**src/rtl/fetch_unit_pkg.sv**
```systemverilog
// Shared definitions for the fetch stage: FSM encoding and fetch constants.
package fetch_unit_pkg;

    typedef enum logic [1:0] {
        ST_IDLE = 2'd0,
        ST_RUN  = 2'd1,
        ST_HALT = 2'd2
    } state_t;

    localparam logic [31:0] HALT_INST_DEF = 32'hFFFF_FFFF;
    localparam logic [31:0] RESET_PC_DEF  = 32'h0000_0000;
    localparam int unsigned PC_INC        = 4;

endpackage

```
**src/rtl/sat_counter.sv**
```systemverilog
// Width-parameterised saturating up-counter with enable and synchronous reset.
module sat_counter #(
    parameter int unsigned WIDTH = 16
) (
    input  logic             clk_i,
    input  logic             rst_i,
    input  logic             en_i,
    output logic [WIDTH-1:0] cnt_o
);

    always_ff @(posedge clk_i) begin
        if (rst_i) begin
            cnt_o <= '0;
        end else if (en_i && (cnt_o != '1)) begin
            cnt_o <= cnt_o + 1'b1;
        end
    end

endmodule

```
**src/rtl/fetch_unit.sv**
```systemverilog
// Instruction-fetch stage: owns the PC, addresses the instruction cache and
// hands registered instruction/PC pairs to decode over a valid/ready handshake.
module fetch_unit
    import fetch_unit_pkg::*;
#(
    parameter int unsigned     PC_W      = 32,
    parameter int unsigned     IDX_W     = 6,
    parameter logic [PC_W-1:0] RESET_PC  = PC_W'(RESET_PC_DEF),
    parameter logic [31:0]     HALT_INST = HALT_INST_DEF,
    parameter int unsigned     CNT_W     = 16
) (
    input  logic             clk_i,
    input  logic             rst_i,
    input  logic             start_i,
    input  logic             redirect_i,
    input  logic [PC_W-1:0]  redirect_pc_i,
    output logic [IDX_W-1:0] rdaddr_o,
    input  logic [31:0]      inst_i,
    output logic [31:0]      inst_o,
    output logic [PC_W-1:0]  pc_o,
    output logic             valid_o,
    input  logic             ready_i,
    output logic             halted_o,
    output logic [CNT_W-1:0] deliv_cnt_o
);

    state_t          state, state_n;
    logic [PC_W-1:0] pc_q, pc_n;
    logic [31:0]     inst_q, inst_n;
    logic [PC_W-1:0] pc_out_q, pc_out_n;
    logic            valid_q, valid_n;

    logic redirect_en;
    logic fire;
    logic deq;

    // Redirect is only honoured once fetching has started; it pre-empts any fetch.
    assign redirect_en = redirect_i && (state != ST_IDLE);
    assign fire        = (state == ST_RUN) && !redirect_i && (!valid_q || ready_i);
    assign deq         = valid_q && ready_i;

    always_ff @(posedge clk_i) begin
        if (rst_i) begin
            state    <= ST_IDLE;
            pc_q     <= RESET_PC;
            inst_q   <= '0;
            pc_out_q <= '0;
            valid_q  <= 1'b0;
        end else begin
            state    <= state_n;
            pc_q     <= pc_n;
            inst_q   <= inst_n;
            pc_out_q <= pc_out_n;
            valid_q  <= valid_n;
        end
    end

    always_comb begin
        state_n  = state;
        pc_n     = pc_q;
        inst_n   = inst_q;
        pc_out_n = pc_out_q;
        valid_n  = valid_q;

        if (redirect_en) begin
            pc_n    = redirect_pc_i & ~PC_W'(3);
            valid_n = 1'b0;
            state_n = ST_RUN;
        end else if (fire) begin
            inst_n   = inst_i;
            pc_out_n = pc_q;
            valid_n  = 1'b1;
            pc_n     = pc_q + PC_W'(PC_INC);
            if (inst_i == HALT_INST) begin
                state_n = ST_HALT;
            end
        end else begin
            if (deq) begin
                valid_n = 1'b0;
            end
            if ((state == ST_IDLE) && start_i) begin
                state_n = ST_RUN;
            end
        end
    end

    sat_counter #(
        .WIDTH(CNT_W)
    ) u_deliv_cnt (
        .clk_i (clk_i),
        .rst_i (rst_i),
        .en_i  (deq),
        .cnt_o (deliv_cnt_o)
    );

    assign rdaddr_o = pc_q[IDX_W+1:2];
    assign inst_o   = inst_q;
    assign pc_o     = pc_out_q;
    assign valid_o  = valid_q;
    assign halted_o = (state == ST_HALT);

endmodule

```
**config.mk**
```make
export PLATFORM = sky130hd
export DESIGN_NAME = fetch_unit
export DESIGN_NICKNAME = d
export VERILOG_FILES = /design/src/rtl/fetch_unit_pkg.sv /design/src/rtl/sat_counter.sv /design/src/rtl/fetch_unit.sv
export SDC_FILE = /design/constraint.sdc
export NUM_CORES = 1
export LEC_CHECK = 0
export BUFFER_PORTS_ARGS = -buffer_cell sky130_fd_sc_hd__buf_2
export CORE_MARGIN = 8
export CORE_UTILIZATION = 51
export CTS_CLUSTER_SIZE = 8
export DETAILED_ROUTE_END_ITERATION = 10
export PLACE_DENSITY = 0.87
export SLEW_MARGIN = 20
export SYNTH_ARGS = -nofsm -noshare
export SYNTH_HDL_FRONTEND = slang
export SYNTH_HIERARCHICAL = 1
export SYNTH_SLANG_ARGS = --single-unit
export TNS_END_PERCENT = 10
```
**constraint.sdc**
```tcl
create_clock -name clk_i -period 2.1 [get_ports clk_i]
set_input_delay 0 -clock clk_i [delete_from_list [all_inputs] [get_ports clk_i]]
set_output_delay 0 -clock clk_i [all_outputs]
set_load 0.01 [all_outputs]
```
==> flow_metrics.py <==
metrics = {
    "run_status": {
        "status": "finished clean",
    },
    "pwr": {
        "p_per_area_nw_per_um2": 601.6,
        "peakVddDrop_uv": 391.7,
        "fin_total_pwr_w": 0.004070,
        "leakage_nw": 2.709,
    },
    "timing": {
        "finalWorstSetupSlack_ps": 110.4,
        "fmax_ghz": 0.5026,
        "finalSetupViolCount": 0,
        "grt_setup_unrepaired": "true",
        "post-route-period-util_pct": 94.74,
        "period_needed_ps": 1990,
        "hold_violations": 0,
        "fin_skew_ps": 11.71,
        "hold_ws_ps": 49.52,
        "tightest_slew_ps": 648.1,
        "slew_viol_final": 0,
        "max_slew_margin_pct": 56.23,
    },
    "synth": {
        "synth_flop_cell": "dfxtp_1",
        "synth-seq-cells": 111,
        "syn_area_sq_um": 5044,
        "synth.most_common_cell": "nand2_1",
        "synth-edff-count": 0,
        "synth.area.top_cells": "dfxtp_1, nand2_1, a21oi_1",
        "synth_cell_types": 52,
        "synth_cells": 640,
        "synth_area_leader_cell": "dfxtp_1",
        "ys_warn_count": 6,
        "syn_area_per_cell_sq_um": 7.881,
        "seq_area_frac_synth_pct": 44.06,
        "synth.top_cells.by_count": "nand2_1, dfxtp_1, a21oi_1, nor2_1, clkbuf_1",
        "synth_top_cell_area_share_pct": 44.06,
        "synthArstFlopShare_pct": 0,
    },
    "clock_tree": {
        "clock-sinks": 111,
        "cts_tree": "built",
        "path_clk_slew_ps": 110,
        "cts_root_buf": "clkbuf_8",
        "clockBufferDepth": 2,
        "cts_buffers": 9,
        "worstSkewPairLatency_ps": 370,
        "htree_levels": 3,
    },
    "placement": {
        "placed_cells": 901,
        "dp_slack_ps": 62.71,
        "hpwl_mm": 10.44,
        "place.gp.congestion": 0.8520,
        "portBuffers": 152,
    },
    "finish": {
        "nNetsFinal": 911,
        "multi_input_area_sq_um": 2579,
        "n_antenna_cell": 0,
        "n_fill_cell": 703,
        "areaGrowthSynthToFinish_pct": 34.14,
        "stdcell_count": 978,
        "seqCellArea_sq_um": 2223,
        "drive_gt1_share_pct": 24.62,
        "final_util_pct": 69.86,
    },
    "worst_setup_path": {
        "arrival_ps": 2300,
        "crit_start": "state[0]",
        "reg2reg_slack_ps": 110,
        "rr_endpoint": "pc_q[26]",
        "critical_path.max_fanout": 7,
        "path_class": "reg -> reg",
        "worst-endpoint-required_ps": 2410,
        "crit_path_end_kind": "flip-flop",
        "r2r-start": "state[0]",
        "crit_end": "pc_q[26]",
        "rr_worst_depth": 6,
        "startpoint_type": "flip-flop",
    },
    "global_route": {
        "antenna_found_initial": 0,
        "grt_max_degree": 62,
        "grt_pass1_wl_mm": 25.82,
        "track_usage_pct": 23.71,
        "grt-ovfl-total": 0,
        "grt_pass1_vias": 5483,
    },
    "floorplan": {
        "die_width_um": 115.4,
        "die_h_um": 115.4,
        "io_pins": 157,
        "row_count": 36,
        "start_util_pct": 52.08,
        "design.core.area_sq_um": 9684,
        "die-area_sq_um": 13330,
    },
    "routing": {
        "route.antenna.remaining_nets": 0,
        "firstDrtPassIters": 5,
        "drt-total-wl_mm": 15.99,
        "routed_via_density": 5.693,
        "wl_per_cell_um": 16.35,
        "drt_iter0_markers": 438,
        "vias": 5568,
        "drc": 0,
    },
    "worst_hold_path": {
        "holdCritStartpoint": "redirect_pc_i[4]",
        "hold_class": "in -> reg",
    },
    "run": {
        "maxCapViolations": 0,
    },
}
[power by group]
| group | internal [W] | switching, W |
|---|---|---|
| sequential | 0.00217 | 0.0000649 |
| clock | 0.000586 | 0.000716 |
| combinational | 0.000247 | 0.000283 |
| total | 0.00301 | 0.00106 |
[area by class of cell]
type,instances,area share (%)
clock inverters,3,0.6288
well taps,133,2.460
clock buffers,13,2.201
flip-flops and latches,111,32.86
repair buffers,234,23.01
multi-input cells,471,38.12
inverters,13,0.7213
[routing by layer]
metal	GRT usage (%)	part of all wire, %
met5	0	0
met4	8.231	2.4
met1	26.46	39
met2	40.97	49
met3	8.338	10
[metrics by stage]
| stage | area, sq um | setup TNS [ps] |
|---|---|---|
| 5_1_grt | 6765 | -63.27 |
| 6_report | 6765 | 0 |
| 4_1_cts | 6758 | 0 |
| 3_5_place_dp | 5956 | 0 |
| 2_1_floorplan | 5047 | 0 |
| 3_3_place_gp | 5956 | 0 |
[logic make-up after synthesis]
family	share of synthesized area, %
and+or+nand+nor	29.57
AOI/OAI and AO/OA	18.18
DFF	44.06
buffers and inverters	5.234
xor gates and xnor gates	1.736
muxes	0.6450
adders and majority gates	0.4961
other	0.07435
[layout by cell type (no fill, tap or decap), drive strengths merged, types with 2 or more instances in the layout]
cell	netlist	layout
a32oi	2	2
o311ai	2	2
dlygate4sd3	0	61
nor4	13	13
conb	1	2
nand2	154	154
nand4	25	25
buf	20	173
or4	10	10
nor2	35	35
clkinv	1	2
dfxtp	111	111
o211ai	6	6
nor3	9	9
and2	3	3
and4	4	4
o31ai	6	6
nand2b	3	3
a211oi	8	8
or3	11	11
a21oi	90	90
xnor2	5	5
nand3	15	15
clkbuf	26	13
a22oi	3	3
and3	9	9
mux2	2	2
ha	2	2
o22ai	2	2
nor2b	3	3
o21ai	18	18
a311o	2	2
xor2	5	5
inv	12	12
a31oi	14	14
[sequential cells by signal (all words and copies together), names as in the netlist]
name	count
pc_o	30
valid_o	1
inst_o	32
u_deliv_cnt/cnt_o	16
pc_q	30
state	2
[critical path, stage by stage (launching register included)]
cell	delay, ps
dfxtp_1	460
nand2b_1	100
buf_4	160
nor3_4	260
nand2_1	260
or4_1	520
a31oi_1	160
[worst min path at each step]
| stage | to | slack [ps] | cells after the start |
|---|---|---|---|
| after floorplan | pc_q[9] | 140 | 2 |
| after global placement | pc_q[9] | 250 | 3 |
| after detailed placement | inst_o[20] | 260 | 3 |
| after CTS | pc_q[4] | 30 | 4 |
| after global routing | valid_o | 60 | 4 |
| final | pc_q[4] | 50 | 4 |
[repair_timing]
item / 4_1_cts / 5_1_grt
setup buffers: 0 / 0
endpoints found under the setup margin: 0 / 15
resized for setup: 0 / 3
hold endpoints to repair: 62 / 0
hold buffers: 61 / 0
(Power assumes the default switching activity.)
